File: src/rtl/lcd_pkg.sv
// rtl/lcd_pkg.sv - shared state encodings, init ROM and LCD command constants
package lcd_pkg;

    typedef enum logic [3:0] {
        ST_PWR_WAIT   = 4'd0,
        ST_INIT_ISSUE = 4'd1,
        ST_INIT_WAIT  = 4'd2,
        ST_INIT_LONG  = 4'd3,
        ST_IDLE       = 4'd4,
        ST_WR_ISSUE   = 4'd5,
        ST_WR_WAIT    = 4'd6,
        ST_WR_LONG    = 4'd7
    } state_e;

    localparam int INIT_LEN = 6;

    localparam logic [7:0] CMD_CLEAR        = 8'h01;
    localparam logic [7:0] CMD_HOME         = 8'h02;
    localparam logic [7:0] CMD_HOME_ALT     = 8'h03;
    localparam logic [7:0] CMD_FUNC_4BIT_2L = 8'h28;
    localparam logic [7:0] CMD_ENTRY_INC    = 8'h06;
    localparam logic [7:0] CMD_DISP_ON      = 8'h0C;
    localparam logic [7:0] INIT_WAKE_8BIT   = 8'h33;
    localparam logic [7:0] INIT_SET_4BIT    = 8'h32;

    function automatic logic [7:0] init_rom(input logic [2:0] idx);
        case (idx)
            3'd0:    return INIT_WAKE_8BIT;
            3'd1:    return INIT_SET_4BIT;
            3'd2:    return CMD_FUNC_4BIT_2L;
            3'd3:    return CMD_ENTRY_INC;
            3'd4:    return CMD_DISP_ON;
            default: return CMD_CLEAR;
        endcase
    endfunction

    // Clear and both home encodings need the long execution wait.
    function automatic logic is_long_cmd(input logic [7:0] b);
        return (b == CMD_CLEAR) || (b == CMD_HOME) || (b == CMD_HOME_ALT);
    endfunction

endpackage

File: src/rtl/lcd_delay_counter.sv
// rtl/lcd_delay_counter.sv - 32-bit up counter with clear and terminal-count flag
module lcd_delay_counter (
    input  logic        clk,
    input  logic        rst_n,
    input  logic        clr,
    input  logic        en,
    input  logic [31:0] limit,
    output logic        tc
);

    logic [31:0] cnt_q;
    logic [31:0] cnt_d;

    always_comb begin
        cnt_d = cnt_q;
        if (clr) begin
            cnt_d = '0;
        end else if (en) begin
            cnt_d = cnt_q + 32'd1;
        end
    end

    always_ff @(posedge clk or negedge rst_n) begin
        if (!rst_n) begin
            cnt_q <= '0;
        end else begin
            cnt_q <= cnt_d;
        end
    end

    assign tc = (cnt_q == limit);

endmodule

File: src/rtl/lcd_init_sequencer.sv
// rtl/lcd_init_sequencer.sv - HD44780 4-bit init sequencer and user write arbiter
module lcd_init_sequencer
    import lcd_pkg::*;
#(
    parameter int unsigned POWERON_WAIT  = 750000,
    parameter int unsigned LONG_CMD_WAIT = 82000,
    parameter int unsigned DONE_TIMEOUT  = 200000
) (
    input  logic       Clock,
    input  logic       Reset,
    input  logic       iReq,
    input  logic       iRS,
    input  logic [7:0] iData,
    output logic       oReady,
    output logic       oInitDone,
    output logic       oError,
    output logic       oLCD_RS,
    output logic       oLCD_RW,
    output logic       oSenderBegin,
    output logic [7:0] oSenderData,
    input  logic       iSenderDone
);

    localparam logic [31:0] PWR_LIMIT  = 32'(POWERON_WAIT - 1);
    localparam logic [31:0] LONG_LIMIT = 32'(LONG_CMD_WAIT - 1);
    localparam logic [31:0] TO_LIMIT   = 32'(DONE_TIMEOUT - 1);
    localparam logic [2:0]  INIT_LAST  = 3'(INIT_LEN - 1);

    state_e      state_q, state_d;
    logic [2:0]  idx_q, idx_d;
    logic        ready_q, ready_d;
    logic        init_done_q, init_done_d;
    logic        error_q, error_d;
    logic        rs_q, rs_d;
    logic        begin_q, begin_d;
    logic [7:0]  data_q, data_d;
    logic [31:0] limit;
    logic        cnt_en;
    logic        cnt_tc;

    // One counter serves every wait; it restarts whenever the state changes.
    lcd_delay_counter u_delay (
        .clk   (Clock),
        .rst_n (Reset),
        .clr   (state_d != state_q),
        .en    (cnt_en),
        .limit (limit),
        .tc    (cnt_tc)
    );

    always_comb begin
        cnt_en = 1'b0;
        limit  = TO_LIMIT;
        case (state_q)
            ST_PWR_WAIT:             begin cnt_en = 1'b1; limit = PWR_LIMIT;  end
            ST_INIT_LONG, ST_WR_LONG: begin cnt_en = 1'b1; limit = LONG_LIMIT; end
            ST_INIT_WAIT, ST_WR_WAIT: begin cnt_en = 1'b1; limit = TO_LIMIT;   end
            default:                 begin cnt_en = 1'b0; limit = TO_LIMIT;   end
        endcase
    end

    always_comb begin
        state_d     = state_q;
        idx_d       = idx_q;
        ready_d     = ready_q;
        init_done_d = init_done_q;
        error_d     = error_q;
        rs_d        = rs_q;
        begin_d     = 1'b0;
        data_d      = data_q;
        case (state_q)
            ST_PWR_WAIT: begin
                if (cnt_tc) state_d = ST_INIT_ISSUE;
            end
            ST_INIT_ISSUE: begin
                data_d  = init_rom(idx_q);
                rs_d    = 1'b0;
                begin_d = 1'b1;
                state_d = ST_INIT_WAIT;
            end
            ST_INIT_WAIT: begin
                if (iSenderDone) begin
                    if (init_rom(idx_q) == CMD_CLEAR) begin
                        state_d = ST_INIT_LONG;
                    end else if (idx_q == INIT_LAST) begin
                        state_d     = ST_IDLE;
                        ready_d     = 1'b1;
                        init_done_d = 1'b1;
                    end else begin
                        idx_d   = idx_q + 3'd1;
                        state_d = ST_INIT_ISSUE;
                    end
                end else if (cnt_tc) begin
                    error_d = 1'b1;
                    ready_d = 1'b1;
                    state_d = ST_IDLE;
                end
            end
            ST_INIT_LONG: begin
                if (cnt_tc) begin
                    if (idx_q == INIT_LAST) begin
                        state_d     = ST_IDLE;
                        ready_d     = 1'b1;
                        init_done_d = 1'b1;
                    end else begin
                        idx_d   = idx_q + 3'd1;
                        state_d = ST_INIT_ISSUE;
                    end
                end
            end
            ST_IDLE: begin
                if (iReq) begin
                    rs_d    = iRS;
                    data_d  = iData;
                    ready_d = 1'b0;
                    state_d = ST_WR_ISSUE;
                end
            end
            ST_WR_ISSUE: begin
                begin_d = 1'b1;
                state_d = ST_WR_WAIT;
            end
            ST_WR_WAIT: begin
                if (iSenderDone) begin
                    if (!rs_q && is_long_cmd(data_q)) begin
                        state_d = ST_WR_LONG;
                    end else begin
                        state_d = ST_IDLE;
                        ready_d = 1'b1;
                    end
                end else if (cnt_tc) begin
                    error_d = 1'b1;
                    ready_d = 1'b1;
                    state_d = ST_IDLE;
                end
            end
            ST_WR_LONG: begin
                if (cnt_tc) begin
                    state_d = ST_IDLE;
                    ready_d = 1'b1;
                end
            end
            default: begin
                state_d = ST_PWR_WAIT;
                ready_d = 1'b0;
            end
        endcase
    end

    always_ff @(posedge Clock or negedge Reset) begin
        if (!Reset) begin
            state_q     <= ST_PWR_WAIT;
            idx_q       <= 3'd0;
            ready_q     <= 1'b0;
            init_done_q <= 1'b0;
            error_q     <= 1'b0;
            rs_q        <= 1'b0;
            begin_q     <= 1'b0;
            data_q      <= 8'h00;
        end else begin
            state_q     <= state_d;
            idx_q       <= idx_d;
            ready_q     <= ready_d;
            init_done_q <= init_done_d;
            error_q     <= error_d;
            rs_q        <= rs_d;
            begin_q     <= begin_d;
            data_q      <= data_d;
        end
    end

    assign oReady       = ready_q;
    assign oInitDone    = init_done_q;
    assign oError       = error_q;
    assign oLCD_RS      = rs_q;
    assign oLCD_RW      = 1'b0;
    assign oSenderBegin = begin_q;
    assign oSenderData  = data_q;

endmodule
File: config.mk
export PLATFORM = sky130hd
export DESIGN_NAME = lcd_init_sequencer
export DESIGN_NICKNAME = d
export VERILOG_FILES = /design/src/rtl/lcd_pkg.sv /design/src/rtl/lcd_delay_counter.sv /design/src/rtl/lcd_init_sequencer.sv
export SDC_FILE = /design/constraint.sdc
export NUM_CORES = 1
export LEC_CHECK = 0
export BUFFER_PORTS_ARGS = -buffer_cell sky130_fd_sc_hd__buf_4
export CORE_UTILIZATION = 53
export CTS_CLUSTER_SIZE = 40
export DETAILED_ROUTE_END_ITERATION = 6
export PLACE_DENSITY_LB_ADDON = 0.15
export SLEW_MARGIN = 20
export SYNTH_ARGS = -nofsm -noshare
export SYNTH_HDL_FRONTEND = slang
export SYNTH_SLANG_ARGS = --single-unit
File: constraint.sdc
create_clock -name Clock -period 3.5 [get_ports Clock]
set_input_delay 0.175 -clock Clock [delete_from_list [all_inputs] [get_ports Clock]]
set_output_delay 0.175 -clock Clock [all_outputs]
set_load 0.02 [all_outputs]
**After elaboration in Yosys (flattened, before gate mapping)**

Cells that the tools add are included.

- Flip-flop bits (word level): 52
- Input bits: 13
- Output and inout port bits: 14
- Word-level logic and storage cells: 96

- Add/subtract/negate cells: 2
- Eq/ne operators: 24
- Muxes and demuxes: 41
- Bitwise operators: 2
- Reductions and logical operators: 18

Operators by type and width:

| operator | count |
|---|---|
| $mux W32 | 2 |
| $pmux W20 S2 | 1 |
| $add A32 B1 Y32 const B | 1 |
| $eq A32 B20 Y1 | 1 |
| $pmux W4 S8 | 1 |
| $pmux W6 S5 | 1 |
| $mux W4 | 6 |
| $mux W8 | 3 |
| $mux W3 | 6 |
| $eq A4 B3 Y1 const B | 4 |
| $eq A8 B1 Y1 const B | 2 |
| $eq A8 B2 Y1 const B | 2 |
| $pmux W8 S2 | 1 |
| $mux W1 | 15 |
| $eq A4 B2 Y1 const B | 2 |
| $ne A2 B2 Y1 const B | 4 |
| $eq A3 B2 Y1 const B | 2 |
| $eq A3 B3 Y1 const B | 2 |
| $ne A3 B3 Y1 const B | 2 |
| $pmux W1 S6 | 1 |
| $pmux W3 S2 | 1 |
| $reduce_bool A2 Y1 | 3 |
| $reduce_or A2 Y1 | 3 |
| $reduce_and A5 Y1 | 1 |
| 17 further kinds | 20 |

**Depth between registers and ports, before layout**

- Depth after elaboration: 10
- Mapped depth: 10
- Mapped depth without buffers: 8

**Hierarchy**

A second synthesis with hierarchy kept.

- Cell total of the unflattened synthesis: 398
- Area, all modules: 3,555.9 µm²

Modules (own cells, without submodules):

| module | times used | cells an instance | area an instance (µm²) | seq. area each (µm²) |
|---|---|---|---|---|
| lcd_delay_counter | 1 | 232 | 2,187.1 | 800.8 |
| lcd_init_sequencer | 1 | 166 | 1,368.8 | 500.5 |

**Worst setup path before layout**

Ideal clock, no wire load.

- Kind: flip-flop to flip-flop
- From: register state_q[2]
- To: register idx_q[1]
- Library setup time: 0.128 ns
- Data arrival time: 2.489 ns
- Required time: 3.372 ns
- Slack: 0.883 ns
- Cell stages (with the launch flop): 9
- Buffers on the path: 2
- Clock period less this slack: 2.617 ns
- Cell sequence: dfrtp_1 > buf_6 > or4_4 > buf_6 > mux2i_1 > nand3_2 > o41a_1 > nor3_4 > mux2_1

- Word-level cells in the longest chain between the ends: 6
- Elaborated cells between the ends (all ways): 13

RTL lines:

| item | RTL line | text |
|---|---|---|
| start: declaration | lcd_init_sequencer.sv:29 | `state_e state_q, state_d;` |
| start signal: assignment | lcd_init_sequencer.sv:161 | `state_q <= state_d;` |
| $eq A4 B3 Y1 / $eq A4 B2 Y1 (equally long branches) | lcd_init_sequencer.sv:54, lcd_init_sequencer.sv:71 |  |
| $reduce_or A2 Y1 | n/a |  |
| $pmux W20 S2 | lcd_init_sequencer.sv:54 | `case (state_q)` |
| $eq A32 B20 Y1 | lcd_delay_counter.sv:31 | `assign tc = (cnt_q == limit);` |
| $ne A2 B2 Y1 (no line) | n/a |  |
| $reduce_and A4 Y1 (no line) | n/a |  |
| end signal: assignment | lcd_init_sequencer.sv:162 | `idx_q <= idx_d;` |
| end: declaration | lcd_init_sequencer.sv:30 | `logic [2:0] idx_q, idx_d;` |

Several ways; a longest one is shown, not always the timed one.
A chain may end at the register's enable or synchronous reset.

**Worst setup path in the final report**

- From: register state_q[3]
- To: register idx_q[1]

Same word-level chain as after synthesis.

==> flow_summary_export.csv <==
group,metric,value,unit
global_route,antenna_violations_before_repair,0,
finish,final_net_count,386,
drt,antenna_violating_nets_post_route,0,
run_status,outcome,"completed",
clock_network,clock_path_buffers,2,
critical_path,critPathKind,"reg -> reg",
synthesis,yosysWarningCount,0,
synthesis,ys_seq_area_share,42.38,%
global_route,grt_pass1_vias,2375,
critical_path,cp-start-kind,"flip-flop",
critical_path,critical_path.reg2reg.startpoint,"state_q[3]$_DFF_PN0_",
critical_path,cp-startpoint,"state_q[3]$_DFF_PN0_",
floorplanning,die_area,6102,sq um
sta,max_slew_margin,29.87,%
synthesis,number_of_synthesized_register_bits,52,
clock_network,clock-sinks,52,
floorplanning,placementRows,27,
place,io_buffer_count,25,
finish,insertedDiodeCount,0,
clock_network,cts.reportedPaths.clkPinSlew,0.10,ns
finish,area_of_the_multi_input_gates,1649,sq um
synthesis,syn-cell-area,3070,sq um
critical_path,critical_path_required,3.70,ns
drt,wl_per_cell,14.78,um
drt,drc_errors,0,
synthesis,synthSimpleGateAreaFrac,30.56,%
clock_network,post-cts-setup-buffers,0,
place,place.detailed.instances,431,
clock_network,clock_latency,0.31,ns
sta,setup_viol,0,
clock_network,clock_tree.htree_level_count,2,
worst_hold_path,worstHoldStart,"iData[7]",
global_route,grt_pass1_wl,11.45,mm
global_route,overflow,0,
synthesis,yosys.cell_types.count,54,
synthesis,synth-compound-area-share,9.006,%
critical_path,timing.critical_path.to_type,"flip-flop",
place,gp_congestion,0.9584,
clock_network,ctsRootBufferMaster,"sky130_fd_sc_hd__clkbuf_8",
sta,timing.final.crit_period,2.747,ns
floorplanning,fp.coreArea,5540,sq um
finish,share_of_final_layout_standard_cells_stronger_than_drive_strength_1,12.50,%
drt,detailroute.via_count,2496,
sta,max_clock_freq,364.0,MHz
drt,wirelength,6.502,mm
synthesis,muxShareOfSynthArea,2.323,%
drt,dr.max_layer_used,"met4",
sta,finalSetupTns,0,ns
floorplanning,start_util,55.42,%
floorplanning,die-width,78.12,um
job,count_of_max_cap_constraint_violations,0,
critical_path,crit_arrival,2.94,ns
clock_network,cts_made_buffers,5,
drt,routedLengthMet1,3.346,mm
power_and_ir_drop,max-vdd-ir-drop,0.2472,mV
synthesis,synth_cells,346,
power_and_ir_drop,leakagePower,1.418,nW
sta,worst_pin_slew,1.045,ns
synthesis,synth_edf_count,0,
synthesis,synth_flop_cell,"sky130_fd_sc_hd__dfrtp_1",
power_and_ir_drop,pwr_density_cell,357.9,nW/um^2
place,hpwl,4.586,mm
global_route,largest_net_degree_at_the_start_of_global_routing,53,
drt,met3WireLength,229,um
critical_path,critPathMaxFanout,14,
clock_network,cts_tree,"done",
sta,worst_clock_skew,0.007109,ns
synthesis,synthXorXnorAreaFrac,9.128,%
drt,wl_met2,2.887,mm
finish,area_growth_syn_to_layout,11.53,%
synthesis,synthesis.area_per_instance,8.874,sq um
worst_hold_path,timing.hold.worst.class,"in -> reg",
sta,hold_ws,0.1164,ns
finish,num-fill-cells,494,
drt,drt_pre_antenna_iters,4,
synthesis,ys_async_sr_fraction,100.0,%
synthesis,synth-adder-area-share,2.445,%
finish,layoutNonFillerInstCount,440,
floorplanning,ios,27,
finish,sequential_cell_area,1301,sq um
drt,detail_route.vias_per_cell,5.673,
sta,pins_over_slew_limit,0,
synthesis,synth_top_family_by_area,"simple AND/OR/NAND/NOR gates",
drt,detail_route.iter0.violations,144,
sta,layout_worst_path_cycle_share,78.50,%
sta,report.final.hold_viol_count,0,
critical_path,timing.critical_path.slowest_cell_delay,0.61,ns
sta,unrepaired_setup_endpoints_after_global_routing,"false",
global_route,gr-usage-all-layers,23.65,%
floorplanning,die-height,78.12,um
critical_path,cp_cell_sequence,"or4_4, mux2i_1, nand3_2, o41a_1, nor3_4, mux2_1",
critical_path,crit_path_top_delay_cell,"sky130_fd_sc_hd__or4_4",
[where the power goes]
group          switching, mW  internal (mW)  total, mW  leakage, nW
Clock                  0.200          0.212      0.411       0.0541
Sequential            0.0258          0.618      0.644        0.708
Combinational          0.108         0.0615      0.170        0.656
[worst paths after layout]
check	depth (start not counted)	slack (ns)	end
max in group asynchronous	2	2.64	u_delay.cnt_q[0]$_DFFE_PN0P_
max reg2reg	6	0.75	idx_q[1]$_DFFE_PN0P_
min in group asynchronous	2	0.43	oSenderData[2]$_DFFE_PN0P_
min	3	0.12	oSenderData[7]$_DFFE_PN0P_
min reg2reg	1	0.47	oError$_DFFE_PN0P_
max	6	0.75	idx_q[1]$_DFFE_PN0P_
[synthesized netlist by cell type, types with 2 or more instances]
cell | count | area share (%)
sky130_fd_sc_hd__clkbuf_1 | 13 | 1.6
sky130_fd_sc_hd__nand4_1 | 14 | 2.9
sky130_fd_sc_hd__xnor2_1 | 19 | 5.4
sky130_fd_sc_hd__nand3_1 | 10 | 1.6
sky130_fd_sc_hd__nor3_1 | 45 | 7.3
sky130_fd_sc_hd__buf_6 | 2 | 0.73
sky130_fd_sc_hd__a21oi_1 | 9 | 1.5
sky130_fd_sc_hd__dfrtp_1 | 52 | 42
sky130_fd_sc_hd__nor4_1 | 10 | 2.0
sky130_fd_sc_hd__nor2b_1 | 4 | 0.81
sky130_fd_sc_hd__nor3b_1 | 2 | 0.49
sky130_fd_sc_hd__o22ai_1 | 2 | 0.41
sky130_fd_sc_hd__nand4b_1 | 2 | 0.57
sky130_fd_sc_hd__and3_1 | 5 | 1.0
sky130_fd_sc_hd__nor2_1 | 35 | 4.3
sky130_fd_sc_hd__nand2_1 | 33 | 4.0
sky130_fd_sc_hd__inv_1 | 8 | 0.98
sky130_fd_sc_hd__buf_2 | 3 | 0.49
sky130_fd_sc_hd__ha_1 | 6 | 2.4
sky130_fd_sc_hd__mux2i_1 | 6 | 2.0
sky130_fd_sc_hd__o21ai_0 | 13 | 2.1
sky130_fd_sc_hd__nor4b_1 | 2 | 0.57
sky130_fd_sc_hd__nand2b_1 | 4 | 0.81
sky130_fd_sc_hd__and2_1 | 3 | 0.61
sky130_fd_sc_hd__or4b_1 | 2 | 0.65
sky130_fd_sc_hd__xor2_1 | 13 | 3.7
sky130_fd_sc_hd__or4_1 | 2 | 0.49
[timing repair]
action                                 4_1_cts  5_1_grt
gates resized for setup                      0        0
endpoints found under the hold margin       52        0
setup endpoints to repair                    0        0
hold buffers                                 1        0
[cell usage in the layout (no fill, tap or decap), types with 5 or more instances in the layout]
| cell type | count |
|---|---|
| sky130_fd_sc_hd__nor4_1 | 10 |
| sky130_fd_sc_hd__xor2_1 | 13 |
| sky130_fd_sc_hd__ha_1 | 6 |
| sky130_fd_sc_hd__dfrtp_1 | 52 |
| sky130_fd_sc_hd__and3_1 | 5 |
| sky130_fd_sc_hd__nor3_1 | 45 |
| sky130_fd_sc_hd__nand4_1 | 14 |
| sky130_fd_sc_hd__nor2_1 | 35 |
| sky130_fd_sc_hd__clkbuf_8 | 5 |
| sky130_fd_sc_hd__o21ai_0 | 13 |
| sky130_fd_sc_hd__nand2_1 | 33 |
| sky130_fd_sc_hd__xnor2_1 | 19 |
| sky130_fd_sc_hd__a21oi_1 | 9 |
| sky130_fd_sc_hd__inv_1 | 8 |
| sky130_fd_sc_hd__nand3_1 | 10 |
| sky130_fd_sc_hd__buf_4 | 31 |
| sky130_fd_sc_hd__mux2i_1 | 6 |
[routing by layer]
layer  global-route usage (%)  vias up
li1                         -     1272
met1                    35.85     1171
met2                    35.26       49
met3                    3.837        4
met4                    5.556        0
met5                        0        -
[flip-flops by register name (all words and copies together), names as in the netlist]
name / flops
oError: 1
u_delay.cnt_q: 32
idx_q: 3
oSenderBegin: 1
oSenderData: 8
oReady: 1
oInitDone: 1
state_q: 4
oLCD_RS: 1
[cells by family after synthesis]
family | Yosys count
adders and majority gates | 6
and+or+nand+nor | 180
buffers and inverters | 27
muxes | 7
DFF | 52
AOI/OAI and AO/OA | 41
xor gates and xnor gates | 32
other | 1
[stage by stage]
step	util [%]	power [mW]	setup slack, ns	area (sq um)
after global placement	59.62	0.8243	0.8159	3303
after floorplan	-	0.7647	0.8835	3074
after global routing	61.81	1.283	0.6199	3425
final	61.81	1.226	0.7525	3425
after CTS	61.81	1.236	0.7311	3425
after detailed placement	59.62	0.8254	0.7359	3303
[critical path: cells and delay by family (launching register included)]
family	cells	cell delay, ns
flip-flops	1	0.52
AO/OA/AOI/OAI	1	0.52
AND/OR/NAND/NOR	3	1.04
multiplexers	2	0.57
[cell type report]
class | instances | share of cell area [%]
timing repair buffer | 32 | 7.088
clock buffer | 5 | 2.010
sequential | 52 | 38.00
multi-input combinational | 268 | 48.15
clock inverter | 3 | 1.242
tap | 72 | 2.631
inverter | 8 | 0.8769
No activity file was read; power rests on OpenSTA's default activity.
